## src/rtl/rr_request_source_if.sv

```systemverilog
// Bus between the requester-side job source and its environment: job inputs
// and arbiter grants in, request/debug outputs back out.
// Grant semantics (no ready signal exists): the arbiter holds grant_in[i] high
// for a slice. A slice counts as served only when it lasted at least
// MIN_GRANT_CYCLES consecutive one-hot-or-zero cycles and then drops. job_done
// is a single-cycle pulse, and the environment never needs to acknowledge it.
interface rr_request_source_if #(
   parameter int CNT_W = 3
);
   logic [3:0]         job_in;
   logic [3:0]         grant_in;
   logic [3:0]         request_queue;
   logic [3:0]         job_done;
   logic [4*CNT_W-1:0] pending_count;
   logic [3:0]         overflow;
   logic               protocol_err;

   // Environment side: drives jobs and grants, observes requests and flags.
   modport master (
      output job_in, grant_in,
      input  request_queue, job_done, pending_count, overflow, protocol_err
   );

   // Block side.
   modport slave (
      input  job_in, grant_in,
      output request_queue, job_done, pending_count, overflow, protocol_err
   );
endinterface

```

## src/rtl/rr_request_source.sv

```systemverilog
// Per-line pending-job counters feeding a four-line round robin arbiter.
// A rising job edge enqueues one job. A served grant slice retires one job.
// Malformed grants raise sticky debug flags.
module rr_request_source #(
   parameter int CNT_W            = 3,
   parameter int MIN_GRANT_CYCLES = 4
) (
   input  logic               clk,
   input  logic               reset,
   rr_request_source_if.slave bus
);
   localparam int HW = $clog2(MIN_GRANT_CYCLES + 1);
   localparam logic [HW-1:0]    HOLD_MAX = HW'(MIN_GRANT_CYCLES);
   localparam logic [CNT_W-1:0] CNT_MAX  = '1;

   logic [CNT_W-1:0] count_q [4];
   logic [CNT_W-1:0] count_d [4];
   logic [HW-1:0]    hold_q  [4];
   logic [HW-1:0]    hold_d  [4];
   logic [3:0]       job_prev_q;
   logic [3:0]       job_done_q, job_done_d;
   logic [3:0]       overflow_q, overflow_d;
   logic             protocol_err_q, protocol_err_d;

   logic [3:0]       push;
   logic [3:0]       compl;
   logic             multi_hot;

   // Event detection: job rising edges, multi-hot grants, finished slices.
   always_comb begin
      multi_hot = |(bus.grant_in & (bus.grant_in - 4'd1));
      push      = bus.job_in & ~job_prev_q;
      compl     = '0;
      for (int i = 0; i < 4; i++) begin
         compl[i] = !bus.grant_in[i] && (hold_q[i] >= HOLD_MAX);
      end
   end

   // Next-state for hold timers, counters and flags.
   always_comb begin
      job_done_d     = '0;
      overflow_d     = overflow_q;
      protocol_err_d = protocol_err_q || multi_hot;
      for (int i = 0; i < 4; i++) begin
         count_d[i] = count_q[i];
         hold_d[i]  = '0;
         // A multi-hot cycle clears every timer and accrues nothing.
         if (!multi_hot && bus.grant_in[i]) begin
            hold_d[i] = (hold_q[i] == HOLD_MAX) ? HOLD_MAX : hold_q[i] + 1'b1;
         end
         unique case ({push[i], compl[i]})
            2'b10: begin
               if (count_q[i] == CNT_MAX) overflow_d[i] = 1'b1;
               else count_d[i] = count_q[i] + 1'b1;
            end
            2'b01: begin
               if (count_q[i] == '0) protocol_err_d = 1'b1;
               else begin
                  count_d[i]    = count_q[i] - 1'b1;
                  job_done_d[i] = 1'b1;
               end
            end
            2'b11: begin
               // The new job replaces the retired one, so no overflow is possible.
               if (count_q[i] == '0) begin
                  count_d[i]     = {{(CNT_W-1){1'b0}}, 1'b1};
                  protocol_err_d = 1'b1;
               end else begin
                  job_done_d[i] = 1'b1;
               end
            end
            default: ;
         endcase
      end
   end

   // State registers with synchronous reset.
   always_ff @(posedge clk) begin
      if (reset) begin
         for (int i = 0; i < 4; i++) begin
            count_q[i] <= '0;
            hold_q[i]  <= '0;
         end
         job_prev_q     <= '0;
         job_done_q     <= '0;
         overflow_q     <= '0;
         protocol_err_q <= 1'b0;
      end else begin
         for (int i = 0; i < 4; i++) begin
            count_q[i] <= count_d[i];
            hold_q[i]  <= hold_d[i];
         end
         job_prev_q     <= bus.job_in;
         job_done_q     <= job_done_d;
         overflow_q     <= overflow_d;
         protocol_err_q <= protocol_err_d;
      end
   end

   for (genvar g = 0; g < 4; g++) begin : g_out
      assign bus.request_queue[g]                  = |count_q[g];
      assign bus.pending_count[g*CNT_W +: CNT_W]   = count_q[g];
   end
   assign bus.job_done     = job_done_q;
   assign bus.overflow     = overflow_q;
   assign bus.protocol_err = protocol_err_q;
endmodule

```

## src/flat_wrapper.sv

```systemverilog
// flat-port wrapper written by rule: the top's interface ports become plain ports
module rr_request_source_flat 
#(
   parameter int CNT_W            = 3,
   parameter int MIN_GRANT_CYCLES = 4
)
  (clk, reset, bus_job_in, bus_grant_in, bus_request_queue, bus_job_done, bus_pending_count, bus_overflow, bus_protocol_err);
  rr_request_source_if #(.CNT_W(CNT_W)) bus_i ();
  input  logic clk;
  input  logic reset;
  input wire logic [$bits(bus_i.job_in)-1:0] bus_job_in;
  input wire logic [$bits(bus_i.grant_in)-1:0] bus_grant_in;
  output wire logic [$bits(bus_i.request_queue)-1:0] bus_request_queue;
  output wire logic [$bits(bus_i.job_done)-1:0] bus_job_done;
  output wire logic [$bits(bus_i.pending_count)-1:0] bus_pending_count;
  output wire logic [$bits(bus_i.overflow)-1:0] bus_overflow;
  output wire logic [$bits(bus_i.protocol_err)-1:0] bus_protocol_err;
  assign bus_i.job_in = bus_job_in;
  assign bus_i.grant_in = bus_grant_in;
  assign bus_request_queue = bus_i.request_queue;
  assign bus_job_done = bus_i.job_done;
  assign bus_pending_count = bus_i.pending_count;
  assign bus_overflow = bus_i.overflow;
  assign bus_protocol_err = bus_i.protocol_err;
  rr_request_source #(.CNT_W(CNT_W), .MIN_GRANT_CYCLES(MIN_GRANT_CYCLES)) u_core (.clk(clk), .reset(reset), .bus(bus_i));
endmodule
```

## config.mk

```make
export PLATFORM = sky130hd
export DESIGN_NAME = rr_request_source_flat
export DESIGN_NICKNAME = d
export VERILOG_FILES = /design/src/rtl/rr_request_source_if.sv /design/src/rtl/rr_request_source.sv /design/src/flat_wrapper.sv
export SDC_FILE = /design/constraint.sdc
export NUM_CORES = 1
export LEC_CHECK = 0
export ABC_AREA = 1
export BUFFER_PORTS_ARGS = -buffer_cell sky130_fd_sc_hd__clkbuf_2
export CAP_MARGIN = 20
export CORE_MARGIN = 8
export CORE_UTILIZATION = 40
export CTS_CLUSTER_DIAMETER = 40
export DETAILED_ROUTE_END_ITERATION = 8
export MAX_ROUTING_LAYER = met4
export SLEW_MARGIN = 20
export SYNTH_ARGS = -nofsm -noshare
export SYNTH_HDL_FRONTEND = slang
export SYNTH_SLANG_ARGS = --single-unit
```

## constraint.sdc

```tcl
create_clock -name clk -period 2.3 [get_ports clk]
set_clock_uncertainty 0.05 [all_clocks]
set_input_delay 0.46 -clock clk [delete_from_list [all_inputs] [get_ports clk]]
set_output_delay 0.46 -clock clk [all_outputs]
set_load 0.01 [all_outputs]
```

==> flow_summary.json <==
{
  "finalSetupViolations": 0,
  "worstSetupStartpointType": "flop",
  "syn-mean-instance-area_um2": 6.96,
  "ant_nets": 0,
  "drive_gt1_share_pct": 19.6,
  "dpl.cell_count": 393,
  "initial_core_util_pct": 40.4,
  "ir_drop_uv": 246,
  "synth_edf_count": 0,
  "fp.dieW_um": 86.9,
  "vias": 1722,
  "gp_congestion": 0.816,
  "hold_buffers": 0,
  "place_area_um2": 2280,
  "rrSetupSlack_ns": 0.59,
  "coreArea_um2": 4980,
  "stdcell_count": 401,
  "die_area_um2": 7560,
  "path_common_cell": "nand2_1",
  "cp_cell_sequence": "nand2_1 -> inv_1 -> nand2_1 -> inv_1 -> fa_1 -> xnor2_1 -> nand2_1 -> nand2_1 -> inv_1 -> nor2_1 -> nor2_1",
  "fill_cells": 535,
  "route.detailed.drc": 0,
  "io_pins": 35,
  "cts.repair.resized": 0,
  "final_hold_viol_count": 0,
  "syn_area_um2": 2010,
  "cts_buffers": 5,
  "antenna_cells": 0,
  "port_buffers": 34,
  "wl_per_cell_um": 10.0,
  "drv_cap": 0,
  "post_cts_buffers": 0,
  "reg2reg_from": "u_core.hold_q[0][11]",
  "fin_crit_ns": 1.71,
  "netlist_instances": 289,
  "tightest_slew_ns": 0.291,
  "via_per_inst": 4.29,
  "row_count": 26,
  "cts_sinks": 37,
  "cpMaxStageDelayCell": "fa_1",
  "grt_use_total_pct": 11.9,
  "r2r_cells": 11,
  "worstPathMaxFanout": 5,
  "grt_pass1_wl_um": 7050,
  "p_leak_nw": 1.20,
  "status": "completed",
  "synth_ff_type": "dfxtp_1",
  "r2r-end": "u_core.count_q[3][2]",
  "root_buffer": "clkbuf_8",
  "yosysSeqAreaShare_pct": 36.8,
  "dr.pass1.iters": 4,
  "die_h_um": 86.9,
  "async_flop_share_pct": 0,
  "crit_buf_inv": 3,
  "syn2layout_area_growth_pct": 18.9,
  "clock_path_buffers": 2,
  "grt_start_max_net_pins": 15,
  "cellPowerDensity_nw_per_um2": 630,
  "dp_hpwl_um": 3190,
  "slew_violations": 0,
  "antenna_found_initial": 0,
  "fin_nets": 352,
  "ys.warnings.count": 0,
  "whs_path_depth": 3,
  "grt_pass1_vias": 1642,
  "fin_crit_sh_pct": 74.3,
  "yosys_register_bits": 37,
  "final_area_um2": 2390,
  "grt_overflow": 0,
  "rsz0062_at_grt": "false",
  "h-tree-depth": 2,
  "crit_type": "flop to flop",
  "cp_data_arrival_time_ns": 1.85,
  "fmax_mhz": 585,
  "cp-end-kind": "flop",
  "hp-class": "input pin to flop",
  "syn_nets": 311,
  "clkLatencyLatePin_ns": 0.29,
  "clkTransAtPathRegs_ns": 0.08,
  "max_stage_delay_ns": 0.41,
  "drt-initial-drc-count": 63,
  "critical_path_depth": 11,
  "routed_wl_um": 4020,
  "worstPathRequired_ns": 2.44,
  "hold_end": "u_core.job_prev_q[3]",
  "crit_family": "simple AND/OR/NAND/NOR gates",
  "holdCritStartpoint": "bus_job_in[3]",
  "setup_tns_ns": 0,
  "ys_types": 28,
  "cts_tree": "yes",
  "relSlewSlack_pct": 80.6
}
[Yosys cell counts, types with 3 or more instances]
| master | count | share of area, % |
|---|---|---|
| nand3_2 | 3 | 1.5 |
| or2_2 | 4 | 1.2 |
| ha_1 | 8 | 5.0 |
| nand3_1 | 14 | 3.5 |
| nand2_1 | 69 | 13 |
| dfxtp_1 | 37 | 37 |
| xor2_1 | 4 | 1.7 |
| nor2_4 | 3 | 1.7 |
| fa_1 | 4 | 4.0 |
| nor2_1 | 49 | 9.1 |
| a31oi_1 | 5 | 1.6 |
| inv_1 | 53 | 9.9 |
| nand2_2 | 8 | 2.5 |
| o21ai_0 | 3 | 0.75 |
| a21oi_1 | 4 | 1.0 |
| xnor2_1 | 3 | 1.3 |
| nand4_1 | 4 | 1.2 |
[placed cells by master, fill, tap and decap left out, types with 5 or more instances in the layout]
| cell type | count |
|---|---|
| ha_1 | 8 |
| clkbuf_8 | 6 |
| nor2_1 | 49 |
| dfxtp_1 | 37 |
| inv_1 | 53 |
| nand3_1 | 14 |
| nand2_1 | 69 |
| nand2_2 | 8 |
| a31oi_1 | 5 |
| clkbuf_2 | 34 |
[routing by layer]
metal	vias to the layer above	global-route usage (%)	part of all wire, %
met3	4	4.34	6.0
met4	0	3.29	0.99
met5	-	-	0
met1	735	13.5	47
met2	28	19.4	46
li1	955	-	-
[worst reg2reg max path, stage by stage (launching register included)]
cell and delay [ns]:
dfxtp_1 0.33, nand2_1 0.15, inv_1 0.10, nand2_1 0.08
inv_1 0.05, fa_1 0.41, xnor2_1 0.15, nand2_1 0.06
nand2_1 0.06, inv_1 0.03, nor2_1 0.09, nor2_1 0.05
[logic make-up (layout without fill, tap and decap cells)]
group | count (synthesis) | count (layout) | synth area share [%]
fa+ha+maj | 12 | 12 | 8.96
buf+inv | 58 | 100 | 10.9
flops | 37 | 37 | 36.8
xor+xnor | 7 | 7 | 3.05
simple gates | 161 | 161 | 36.4
compound gates | 14 | 14 | 3.92
[through the flow]
step	hold slack [ns]	worst slack [ns]	power [W]	util (%)
floorplan	0.367	0.527	0.000863	-
global placement	0.382	0.342	0.000937	45.7
detailed placement	0.388	0.309	0.000941	45.7
finish	0.324	0.590	0.00151	48.1
CTS	0.313	0.587	0.00154	48.1
global route	0.324	0.407	0.00160	48.1
[cell type report]
type                    count  area (um2)  area share, %
repair buffers             36         185           7.74
clock inverters             1        30.0           1.26
clock buffers               7        86.3           3.61
well taps                  70        87.6           3.66
multi-input cells         194        1050           44.0
inverters                  56         210           8.79
flip-flops and latches     37         741           31.0
[flip-flops by register name, summed over array words and instances, names as in the netlist]
| signal | cells |
|---|---|
| u_core.job_prev_q | 4 |
| u_core.bus.protocol_err | 1 |
| u_core.bus.job_done | 4 |
| u_core.bus.overflow | 4 |
| u_core.count_q | 12 |
| u_core.hold_q | 12 |
[how the worst max path moves through the flow]
stage / slack (ns) / end / start
after floorplan: 0.53 / u_core.count_q[3][2] / bus_grant_in[3]
after global placement: 0.34 / u_core.count_q[3][2] / bus_grant_in[3]
after detailed placement: 0.31 / u_core.count_q[3][2] / bus_grant_in[3]
after CTS: 0.59 / u_core.count_q[3][2] / u_core.hold_q[0][11]
after global routing: 0.41 / u_core.count_q[3][2] / u_core.hold_q[0][11]
final: 0.59 / u_core.count_q[3][2] / u_core.hold_q[0][11]
[report_power, final]
group          switching [W]  internal [W]
combinational       0.000139     0.0000870
sequential         0.0000286      0.000668
clock               0.000230      0.000354
Note: power is estimated with default switching activity, not from simulation.
